### src/rtl/xc_packetizer.sv
// xc_packetizer: snapshots a correlator accumulator bus plus a 64-bit timestamp and streams
// them out as a framed packet, one symbol per tx_valid/tx_ready handshake.
//
// Packet layout, each field sent MSB nibble first:
//   header  : 64-bit timestamp latched at capture
//   payload : words NUM_WORDS-1 down to 0, RESOLUTION bits each
//   footer  : {seq[15:0], 16'h0000, checksum[31:0]}, checksum = XOR of all payload words
//   term    : 0x0D, sent only in ASCII mode
// BINARY=0 sends one ASCII hex character per nibble; BINARY=1 sends one raw byte per two nibbles.
//
// Ports:
//   clk, reset    rising-edge clock, synchronous active-high reset
//   enable        permits new snapshots when idle
//   snapshot_req  request to capture and send one packet
//   data_in       accumulator bus, word k at [k*RESOLUTION +: RESOLUTION]
//   timestamp     free-running time count
//   tx_data       output symbol
//   tx_valid      tx_data is valid
//   tx_ready      downstream accepts the symbol
//   busy          a packet is in progress
//   clear_acc     one-cycle pulse, the cycle after capture, to zero the accumulators
//   overflow      sticky: a snapshot request arrived while busy; cleared at the next capture

module xc_packetizer #(
    parameter int unsigned NUM_WORDS  = 2,
    parameter int unsigned RESOLUTION = 24,
    parameter bit          BINARY     = 1'b0
) (
    input  logic                            clk,
    input  logic                            reset,
    input  logic                            enable,
    input  logic                            snapshot_req,
    input  logic [NUM_WORDS*RESOLUTION-1:0] data_in,
    input  logic [63:0]                     timestamp,
    output logic [7:0]                      tx_data,
    output logic                            tx_valid,
    input  logic                            tx_ready,
    output logic                            busy,
    output logic                            clear_acc,
    output logic                            overflow
);

    localparam int unsigned DataW    = NUM_WORDS * RESOLUTION;
    localparam int unsigned SymBits  = BINARY ? 8 : 4;
    localparam int unsigned SecSyms  = 64 / SymBits;         // symbols in header and footer
    localparam int unsigned WordSyms = RESOLUTION / SymBits; // symbols per payload word
    localparam int unsigned SymW     = 5;                    // holds up to 16 symbols
    localparam int unsigned WordW    = 12;                   // word index for up to 4096 words

    typedef enum logic [2:0] {
        StIdle,
        StHeader,
        StPayload,
        StFooter,
        StTerm
    } state_e;

    state_e               state_q, state_d;
    logic [63:0]          ts_q, ts_d;
    logic [DataW-1:0]     data_q, data_d;
    logic [SymW-1:0]      sym_q, sym_d;
    logic [WordW-1:0]     word_q, word_d;
    logic [31:0]          chk_q, chk_d;
    logic [15:0]          seq_q, seq_d;
    logic                 ovf_q, ovf_d;
    logic                 clr_q, clr_d;

    logic                 xfer;
    logic [RESOLUTION-1:0] word_sel;
    logic [31:0]          word_ext;
    logic [63:0]          sec;
    logic [63:0]          sec_sh;

    function automatic logic [7:0] to_ascii(input logic [3:0] n);
        // 0x37 + 10 = 'A'
        return (n < 4'd10) ? (8'h30 + {4'h0, n}) : (8'h37 + {4'h0, n});
    endfunction

    assign tx_valid  = (state_q != StIdle);
    assign busy      = (state_q != StIdle);
    assign clear_acc = clr_q;
    assign overflow  = ovf_q;
    assign xfer      = tx_valid && tx_ready;

    // Current field left-justified in a 64-bit window, then shifted so the symbol being
    // presented sits in the top bits. Everything comes from registers, so tx_data holds
    // steady while stalled.
    always_comb begin
        word_sel = data_q[int'(word_q)*RESOLUTION +: RESOLUTION];
        word_ext = 32'(word_sel);
        case (state_q)
            StHeader:  sec = ts_q;
            StPayload: sec = {word_ext << (32 - RESOLUTION), 32'h0};
            StFooter:  sec = {seq_q, 16'h0000, chk_q};
            default:   sec = 64'h0;
        endcase
        sec_sh = sec << (SymBits * sym_q);

        tx_data = 8'h00;
        if (state_q == StTerm) begin
            tx_data = 8'h0D;
        end else if (state_q != StIdle) begin
            tx_data = BINARY ? sec_sh[63:56] : to_ascii(sec_sh[63:60]);
        end
    end

    always_comb begin
        state_d = state_q;
        ts_d    = ts_q;
        data_d  = data_q;
        sym_d   = sym_q;
        word_d  = word_q;
        chk_d   = chk_q;
        seq_d   = seq_q;
        ovf_d   = ovf_q;
        clr_d   = 1'b0;

        // Requests while busy are dropped, including on the final-symbol cycle.
        if (state_q != StIdle && snapshot_req) begin
            ovf_d = 1'b1;
        end

        unique case (state_q)
            StIdle: begin
                if (snapshot_req && enable) begin
                    ts_d    = timestamp;
                    data_d  = data_in;
                    chk_d   = 32'h0;
                    ovf_d   = 1'b0;
                    sym_d   = '0;
                    word_d  = WordW'(NUM_WORDS - 1);
                    clr_d   = 1'b1;
                    state_d = StHeader;
                end
            end
            StHeader: begin
                if (xfer) begin
                    if (sym_q == SymW'(SecSyms - 1)) begin
                        sym_d   = '0;
                        state_d = StPayload;
                    end else begin
                        sym_d = sym_q + 1'b1;
                    end
                end
            end
            StPayload: begin
                if (xfer) begin
                    if (sym_q == SymW'(WordSyms - 1)) begin
                        chk_d = chk_q ^ word_ext;
                        sym_d = '0;
                        if (word_q == '0) begin
                            state_d = StFooter;
                        end else begin
                            word_d = word_q - 1'b1;
                        end
                    end else begin
                        sym_d = sym_q + 1'b1;
                    end
                end
            end
            StFooter: begin
                if (xfer) begin
                    if (sym_q == SymW'(SecSyms - 1)) begin
                        sym_d = '0;
                        if (BINARY) begin
                            seq_d   = seq_q + 16'd1;
                            state_d = StIdle;
                        end else begin
                            state_d = StTerm;
                        end
                    end else begin
                        sym_d = sym_q + 1'b1;
                    end
                end
            end
            StTerm: begin
                if (xfer) begin
                    seq_d   = seq_q + 16'd1;
                    state_d = StIdle;
                end
            end
            default: state_d = StIdle;
        endcase
    end

    always_ff @(posedge clk) begin
        if (reset) begin
            state_q <= StIdle;
            ts_q    <= 64'h0;
            data_q  <= '0;
            sym_q   <= '0;
            word_q  <= '0;
            chk_q   <= 32'h0;
            seq_q   <= 16'h0;
            ovf_q   <= 1'b0;
            clr_q   <= 1'b0;
        end else begin
            state_q <= state_d;
            ts_q    <= ts_d;
            data_q  <= data_d;
            sym_q   <= sym_d;
            word_q  <= word_d;
            chk_q   <= chk_d;
            seq_q   <= seq_d;
            ovf_q   <= ovf_d;
            clr_q   <= clr_d;
        end
    end

endmodule

### config.mk
export PLATFORM = sky130hd
export DESIGN_NAME = xc_packetizer
export DESIGN_NICKNAME = d
export VERILOG_FILES = /design/src/rtl/xc_packetizer.sv
export SDC_FILE = /design/constraint.sdc
export NUM_CORES = 1
export LEC_CHECK = 0
export BUFFER_PORTS_ARGS = -buffer_cell sky130_fd_sc_hd__buf_2
export CAP_MARGIN = 10
export CORE_MARGIN = 10
export CORE_UTILIZATION = 50
export CTS_BUF_LIST = sky130_fd_sc_hd__clkbuf_16
export DETAILED_ROUTE_END_ITERATION = 16
export PLACE_DENSITY = 0.72
export SYNTH_ARGS = -nofsm -noshare
export SYNTH_HDL_FRONTEND = slang
export SYNTH_SLANG_ARGS = --single-unit
### constraint.sdc
create_clock -name clk -period 4.4 [get_ports clk]
set_input_delay 0.22 -clock clk [delete_from_list [all_inputs] [get_ports clk]]
set_output_delay 0.22 -clock clk [all_outputs]
set_load 0.01 [all_outputs]
==> impl_metrics.csv, run 1 <==
group,metric,value,unit
status,status,"finished clean",
worst_setup_path,reg2reg_to,"word_q[7]",
die,coreArea,0.0165,mm^2
synthesis,synth-seq-cells,174,
synthesis,netlist_area,0.00837,mm^2
worst_setup_path,end_kind,"primary output",
final_layout,drive_gt1_frac,0.194,
worst_setup_path,cp_cell_sequence,"nand2b_1 > nor3_1 > a21oi_1 > a21oi_1 > nor3_1 > o31a_1 > ha_1 > inv_1 > nor2_1 > o21a_1 > a21oi_1 > buf_2",
worst_setup_path,critical_path.endpoint,"tx_data[2]",
grt,antenna_found_initial,1,
grt,track_usage,0.214,
synthesis,yosys-top-cells-count,"nand2_1, dfxtp_1, a21oi_1",
synthesis,synth-async-reset-ratio,0,
placement,gp_congestion,0.927,
synthesis,synth_top_area_cell,"dfxtp_1",
cts,cts_sinks,174,
worst_setup_path,crit_path_start_kind,"flip-flop",
drt,wl_per_cell,17.7,um
worst_setup_path,cpMostUsedCell,"a21oi_1",
cts,h-tree-depth,4,
worst_setup_path,cp_slowest_stage_delay,920,ps
synthesis,ys_warn_count,0,
timing,min_period,3800,ps
die,die-area,0.0223,mm^2
grt,grt_max_degree,93,
drt,via_per_inst,5.46,
timing,drv_slew,0,
timing,fin_skew,9.04,ps
power,p_per_area,554,mW/mm^2
grt,grt_pass1_wl,38300,um
die,die_x,149,um
synthesis,synth_cell_types,63,
timing,fin_ws,596,ps
drt,dr.pass1.iters,5,
cts,numCtsBuffers,17,
die,initial_utilization,0.508,
power,ir_drop,314,uV
die,die_h,149,um
synthesis,avgSynthCellArea,8.09,um^2
synthesis,syn-instance-count,1035,
cts,cts_tree,"done",
power,internal-power,3.36,mW
synthesis,syn_nets,1159,
worst_setup_path,path_buf_inv,2,
drt,drc,0,
final_layout,multi_input_area,0.00451,mm^2
cts,clkLatencyLatePin,430,ps
timing,fin_setup_tns,0,ps
synthesis,synth.most_common_cell,"nand2_1",
cts,clk_pin_slew,70,ps
synthesis,synth_ff_type,"dfxtp_1",
placement,place_area,0.00907,mm^2
worst_setup_path,slowest_stage,"dfxtp_1",
power,power_leakage,3.64,nW
placement,dp_worst_setup_slack,1090,ps
timing,rsz0062_at_grt,"no",
timing,slew_headroom,0.308,
die,ios,129,
grt,grt-ovfl-total,0,
worst_setup_path,crit_required,4180,ps
drt,first_iter_violations,579,
worst_setup_path,r2r_setup_slack,1170,ps
worst_setup_path,crit_start,"state_q[0]",
worst_setup_path,crit-reg2reg-launch,"sym_q[0]",
final_layout,final_nets,1245,
drt,wirelength,24000,um
power,p_seq_frac,0.385,
drt,num_vias,7390,
worst_setup_path,path_max_fanout,25,
cts,ctsRootBufferMaster,"clkbuf_16",
synthesis,synth_edf_count,0,
final_layout,regArea,0.00349,mm^2
synthesis,ys_seq_area_frac,0.416,
grt,grt_pass1_vias,7193,
final_layout,area_growth,15.6,%
worst_setup_path,crit_family,"compound AO/OA/AOI/OAI gates",
worst_setup_path,cp.depth,12,
cts,cts_resized,0,
placement,portBuffers,127,
power,power.switching,1.99,mW
timing,setup_violations,0,
worst_setup_path,r2r_cells,9,
placement,hpwl,17600,um
die,row_count,47,
final_layout,num-fill-cells,1505,
worst_hold_path,hold_class,"input pin to flip-flop",
synthesis,synth.top_cell.area_share,0.416,
cts,cts_setup_buffers,0,
power,pwr-share-clk,0.292,
drt,drtAntennaViolNets,0,
worst_setup_path,cp.arrival,3580,ps
timing,timing.hold.ws,18.9,ps
timing,worstMarginPinSlew,1040,ps
timing,fmax,263,MHz
final_layout,n_antenna_cell,0,
final_layout,fin_area,0.00968,mm^2
cts,hold_buffers,0,
job,drv_cap,0,
synthesis,netlist_top_cells_area,"dfxtp_1, nand2_1, a21oi_1",
worst_setup_path,crit_type,"flip-flop to primary output",
timing,period_share,0.864,
cts,clock_path_buffers,2,
power,swShare,0.372,
power,combPwrFrac,0.323,
timing,hold_viol,0,
## stage by stage
stage,utilization,cells,power (mW)
3_5_place_dp,0.551,1322,3.80
6_report,0.588,1354,5.36
4_1_cts,0.588,1354,5.37
3_3_place_gp,0.551,1322,3.78
5_1_grt,0.588,1354,5.66
2_1_floorplan,-,1035,3.33
## kinds of logic after synthesis
| group | count (synthesis) | synth area share |
|---|---|---|
| DFF | 174 | 0.416 |
| muxes | 66 | 0.0999 |
| adders and majority gates | 7 | 0.0105 |
| AOI/OAI and AO/OA | 198 | 0.142 |
| and+or+nand+nor | 451 | 0.232 |
| buffers and inverters | 89 | 0.0475 |
| xor gates and xnor gates | 49 | 0.0513 |
| other | 1 | 0.000448 |
## registers in the layout, summed over array words and instances (netlist names)
signal	cells
chk_q	24
overflow	1
seq_q	16
state_q	3
word_q	12
ts_q	64
clear_acc	1
sym_q	5
data_q	48
## worst min path at each step
stage / startpoint / to / depth (start not counted)
after floorplan: data_in[29] / data_q[29] / 2
after global placement: data_q[40] / data_q[40] / 2
after detailed placement: data_q[44] / data_q[44] / 2
after CTS: data_in[25] / data_q[25] / 3
after global routing: timestamp[4] / ts_q[4] / 3
final: data_in[25] / data_q[25] / 3
## power groups by stage
stage	registers [mW]	clock network (mW)	logic (mW)
2_1_floorplan	1.91	0	1.42
3_3_place_gp	2.08	0	1.70
3_5_place_dp	2.09	0	1.71
4_1_cts	2.06	1.59	1.72
5_1_grt	2.09	1.65	1.92
6_report	2.06	1.57	1.73
## per-layer routing
layer / track usage / vias to the layer above / routed length [um]
met5: 0 / - / 13
met4: 0.0604 / 2 / 437
met3: 0.0564 / 32 / 1680
met2: 0.314 / 284 / 10400
met1: 0.302 / 3397 / 11400
li1: - / 3675 / -
## final cells by class
class                      count  area share
inverter                      14     0.00543
sequential                   174       0.360
clock buffer                  17      0.0440
multi-input combinational    772       0.466
tap                          220      0.0284
clock inverter                15      0.0189
timing repair buffer         142      0.0776
## tightest hold or removal path, cell delays in order
cell     delay (ps)
buf_2            90
nand2_1          40
a21oi_1          50
## layout by cell type, fill, tap and decap left out, types with 12 or more instances in the layout
cell       instances
buf_4             16
mux2i_1           43
nor2_1            98
nand2_1          270
buf_2            126
a21oi_1          131
inv_1             14
dfxtp_1          172
xnor2_1           12
mux4_2            13
nand3_1           14
clkbuf_16         17
xor2_1            37
o21ai_0           16
(Power assumes the default switching activity.)
==> inputs of run 2 (changes only) <==
==> constraint.sdc (replaced) <==
create_clock -name clk -period 4.4 [get_ports clk]
set_input_delay 0.66 -clock clk [delete_from_list [all_inputs] [get_ports clk]]
set_output_delay 0.66 -clock clk [all_outputs]
set_load 0.01 [all_outputs]
==> impl_metrics.csv, run 2 (synthesis results as in run 1) <==
group,metric,value,unit
status,status,"finished clean",
worst_setup_path,cp_slowest_stage_delay,530,ps
placement,place_area,0.00910,mm^2
drt,via_per_inst,5.45,
grt,track_usage,0.213,
final_layout,area_growth,16.3,%
die,ios,129,
job,drv_cap,0,
grt,grt_pass1_vias,7060,
final_layout,final_common_cell,"nand2_1",
die,die_h,149,um
worst_setup_path,critical_path.endpoint,"tx_data[4]",
timing,rsz0062_at_grt,"no",
drt,first_iter_violations,725,
worst_setup_path,cp.depth,12,
final_layout,num-fill-cells,1527,
worst_setup_path,crit_start,"state_q[0]",
cts,cts_tree,"done",
timing,worstMarginPinSlew,1020,ps
die,die-area,0.0223,mm^2
worst_hold_path,hp-start,"timestamp[41]",
worst_setup_path,crit-reg2reg-launch,"sym_q[0]",
drt,dr.pass1.iters,5,
drt,wl_per_cell,17.5,um
power,ir_drop,338,uV
timing,fin_setup_tns,0,ps
grt,antenna_found_initial,0,
placement,gp_congestion,0.929,
timing,slew_headroom,0.316,
worst_hold_path,hold_class,"input pin to flip-flop",
cts,clk_pin_slew,70,ps
final_layout,n_antenna_cell,0,
timing,setup_violations,0,
die,coreArea,0.0165,mm^2
placement,portBuffers,127,
worst_setup_path,slowest_stage,"dfxtp_1",
final_layout,final_util,0.591,
grt,grt_pass1_wl,38200,um
worst_setup_path,crit_path_start_kind,"flip-flop",
worst_setup_path,path_max_fanout,19,
timing,hold_viol,0,
drt,drtAntennaViolNets,0,
drt,drc,0,
worst_setup_path,crit_family,"compound AO/OA/AOI/OAI gates",
cts,cts_sinks,174,
final_layout,multi_input_area,0.00451,mm^2
final_layout,top_register,"ts_q",
power,p_per_area,556,mW/mm^2
die,die_x,149,um
final_layout,finalNonFillerCells,1355,
cts,clock_path_buffers,2,
placement,hpwl,17100,um
worst_setup_path,r2r_cells,9,
worst_setup_path,crit_type,"flip-flop to primary output",
worst_setup_path,reg2reg_to,"word_q[7]",
grt,grt-ovfl-total,0,
final_layout,drive_gt1_frac,0.196,
timing,fmax,244,MHz
die,initial_utilization,0.508,
final_layout,reg_top3,"ts_q (64), data_q (48), chk_q (24)",
timing,timing.hold.ws,451,ps
worst_setup_path,cp.arrival,3440,ps
grt,grt_max_degree,97,
drt,wirelength,23700,um
worst_setup_path,end_kind,"primary output",
worst_setup_path,cp_cell_sequence,"buf_4 > or4b_1 > o21ai_0 > a21oi_1 > a21oi_1 > nor3_1 > o31a_1 > ha_1 > o21a_1 > nor2_1 > nor2_1 > buf_2",
cts,h-tree-depth,4,
placement,dp_cells,1323,
cts,ctsRootBufferMaster,"clkbuf_16",
timing,drv_slew,0,
worst_setup_path,crit_required,3740,ps
final_layout,final_nets,1246,
final_layout,regArea,0.00349,mm^2
final_layout,fin_area,0.00973,mm^2
die,row_count,47,
timing,min_period,4100,ps
cts,clkLatencyLatePin,440,ps
final_layout,largest_reg_flops,64,
power,power_leakage,3.66,nW
worst_setup_path,path_buf_inv,2,
drt,num_vias,7382,
worst_setup_path,r2r_setup_slack,1180,ps
timing,period_share,0.932,
cts,numCtsBuffers,17,
final_layout,mostFrequentLayoutCells,"nand2_1, dfxtp_1, a21oi_1",
timing,fin_skew,11.5,ps
-- run 2: routing by layer --
metal	wire length [um]	GRT usage	share of wire
met5	0	0	0
met3	1720	0.0546	0.073
met1	11200	0.302	0.47
met2	10500	0.311	0.44
met4	326	0.0589	0.014
-- run 2: cell type report --
class                      instances  share of cell area
multi-input combinational        772               0.463
sequential                       174               0.359
timing repair buffer             143              0.0805
clock buffer                      17              0.0437
tap                              220              0.0283
clock inverter                    15              0.0207
inverter                          14             0.00540
-- run 2: per-stage QoR --
stage / total power [mW] / setup WS, ps
5_1_grt: 5.71 / 55.9
4_1_cts: 5.41 / 266
6_report: 5.41 / 297
3_3_place_gp: 3.80 / 749
3_5_place_dp: 3.82 / 755
2_1_floorplan: 3.33 / 1330
-- run 2: what timing repair did --
| item | CTS | global route |
|---|---|---|
| setup buffers | 0 | 0 |
| resized for setup | 0 | 2 |
| hold buffers | 0 | 0 |
| endpoints found under the setup margin | 0 | 1 |
-- run 2: tightest hold or removal path, cell delays in order --
cell and delay, ps:
buf_2 90, nand2_1 40, a21oi_1 50
-- run 2: worst min-delay path by stage --
stage	slack (ps)	endpoint	cells after the start
floorplan	430	data_q[29]	2
global placement	440	ts_q[31]	2
detailed placement	440	data_q[40]	2
CTS	440	data_q[25]	3
global route	440	ts_q[6]	3
finish	450	ts_q[41]	3
-- run 2: where the power goes --
group	total, mW	internal [mW]	switching [mW]
Clock	1.60	0.913	0.685
Sequential	2.04	1.78	0.260
Combinational	1.77	0.711	1.06
Total	5.41	3.40	2.01
==> inputs of run 3 (changes only) <==
==> constraint.sdc (replaced) <==
create_clock -name clk -period 4.4 [get_ports clk]
set_input_delay 0.66 -clock clk [delete_from_list [all_inputs] [get_ports clk]]
set_output_delay 0.66 -clock clk [all_outputs]
set_load 0.005 [all_outputs]
==> impl_metrics.csv, run 3 (synthesis results as in run 1) <==
group,metric,value,unit
worst_setup_path,crit-reg2reg-launch,"sym_q[0]",
timing,setup_violations,0,
timing,fmax,244,MHz
cts,hold_buffers,0,
grt,track_usage,0.211,
final_layout,mostFrequentLayoutCells,"nand2_1, dfxtp_1, a21oi_1",
timing,drv_slew,0,
die,initial_utilization,0.508,
worst_hold_path,hold_class,"flip-flop to flip-flop",
drt,wl_per_cell,17.4,um
cts,ctsRootBufferMaster,"clkbuf_16",
drt,wirelength,23600,um
final_layout,top_register,"ts_q",
timing,slew_headroom,0.303,
grt,grt_pass1_vias,7039,
worst_hold_path,min_to,"ts_q[27]",
worst_setup_path,cp.arrival,3440,ps
timing,fin_skew,8.81,ps
timing,period_share,0.932,
cts,cts_tree,"done",
worst_hold_path,hp-start,"ts_q[27]",
placement,hpwl,17300,um
cts,cts_sinks,174,
worst_setup_path,crit_type,"flip-flop to primary output",
timing,rsz0062_at_grt,"no",
power,p_per_area,557,mW/mm^2
worst_setup_path,crit_path_start_kind,"flip-flop",
worst_setup_path,r2r_setup_slack,1030,ps
final_layout,drive_gt1_frac,0.195,
final_layout,n_antenna_cell,0,
cts,clkLatencyLatePin,440,ps
drt,via_per_inst,5.47,
worst_hold_path,hold_path_depth,2,
grt,antenna_found_initial,0,
die,coreArea,0.0165,mm^2
drt,num_vias,7416,
grt,grt_pass1_wl,37600,um
worst_setup_path,cpMostUsedCell,"a21oi_1",
worst_setup_path,crit_family,"compound AO/OA/AOI/OAI gates",
power,ir_drop,341,uV
cts,clock_path_buffers,2,
die,die-area,0.0223,mm^2
worst_setup_path,cp_cell_sequence,"buf_4 > or4b_1 > o21ai_0 > a21oi_1 > a21oi_1 > nor3_1 > o31a_1 > ha_1 > inv_1 > nor2_1 > o21a_1 > a21oi_1 > buf_2",
grt,grt_max_degree,77,
final_layout,largest_reg_flops,64,
final_layout,final_common_cell,"nand2_1",
status,status,"finished clean",
final_layout,area_growth,16.2,%
timing,worstMarginPinSlew,1040,ps
die,die_h,149,um
worst_setup_path,slowest_stage,"dfxtp_1",
placement,portBuffers,127,
worst_setup_path,path_max_fanout,19,
timing,min_period,4100,ps
die,ios,129,
worst_setup_path,crit_required,3740,ps
grt,grt-ovfl-total,0,
cts,h-tree-depth,4,
timing,hold_viol,0,
final_layout,final_nets,1247,
power,power_leakage,3.67,nW
drt,first_iter_violations,773,
placement,gp_congestion,0.956,
worst_setup_path,r2r_cells,10,
final_layout,reg_top3,"ts_q (64), data_q (48), chk_q (24)",
worst_setup_path,cp_slowest_stage_delay,530,ps
worst_setup_path,end_kind,"primary output",
die,row_count,47,
worst_setup_path,path_buf_inv,3,
drt,drtAntennaViolNets,0,
drt,drc,0,
cts,numCtsBuffers,17,
timing,fin_setup_tns,0,ps
power,total_power,5.42,mW
worst_setup_path,reg2reg_to,"word_q[7]",
cts,clk_pin_slew,70,ps
job,drv_cap,0,
die,die_x,149,um
drt,dr.pass1.iters,5,
## run 3: layout make-up
cell class                 instances  area [um^2]
fill                            1535         6740
multi-input combinational        772         4510
sequential                       174         3490
timing repair buffer             144          766
clock buffer                      17          425
tap                              220          275
clock inverter                    15          208
inverter                          14         52.6
## run 3: worst register-to-register path: stages (launching register included)
cell       delay [ps]
dfxtp_2           950
buf_4             320
ha_1              160
nand4bb_1         130
o22a_2            300
a2111oi_4         550
o211ai_2          150
nor3_1            320
nand3b_1          140
xor2_1            170
nor2_1             50
## run 3: report_power, final
part	internal (mW)	total, mW	switching [mW]
logic	0.697	1.76	1.06
registers	1.78	2.03	0.247
clock network	0.961	1.63	0.667
## run 3: worst max path at each step
stage	cells after the start	from	to
final	13	state_q[0]	tx_data[2]
after floorplan	13	state_q[1]	tx_data[2]
after CTS	13	state_q[1]	tx_data[2]
after detailed placement	13	state_q[1]	tx_data[2]
after global placement	13	state_q[1]	tx_data[2]
after global routing	11	word_q[2]	tx_data[2]
## run 3: metal layers
layer	vias to the layer above	GRT usage	routed length (um)
met3	33	0.0501	1930
li1	3681	-	-
met2	282	0.310	10500
met1	3420	0.299	10900
met5	-	0	0
met4	0	0.0589	321
## run 3: timing repair
item	in CTS	in global routing
gates resized for setup	0	2
setup endpoints to repair	0	1
setup buffers	0	0
## run 3: through the flow
stage	utilization	hold slack, ps	setup WS (ps)	cells	instance area, um^2
after floorplan	-	433	1400	1035	8370
after global placement	0.552	439	770	1324	9080
after detailed placement	0.552	446	714	1324	9080
after CTS	0.590	446	212	1356	9720
after global routing	0.590	453	48.5	1356	9720
final	0.590	451	299	1356	9720
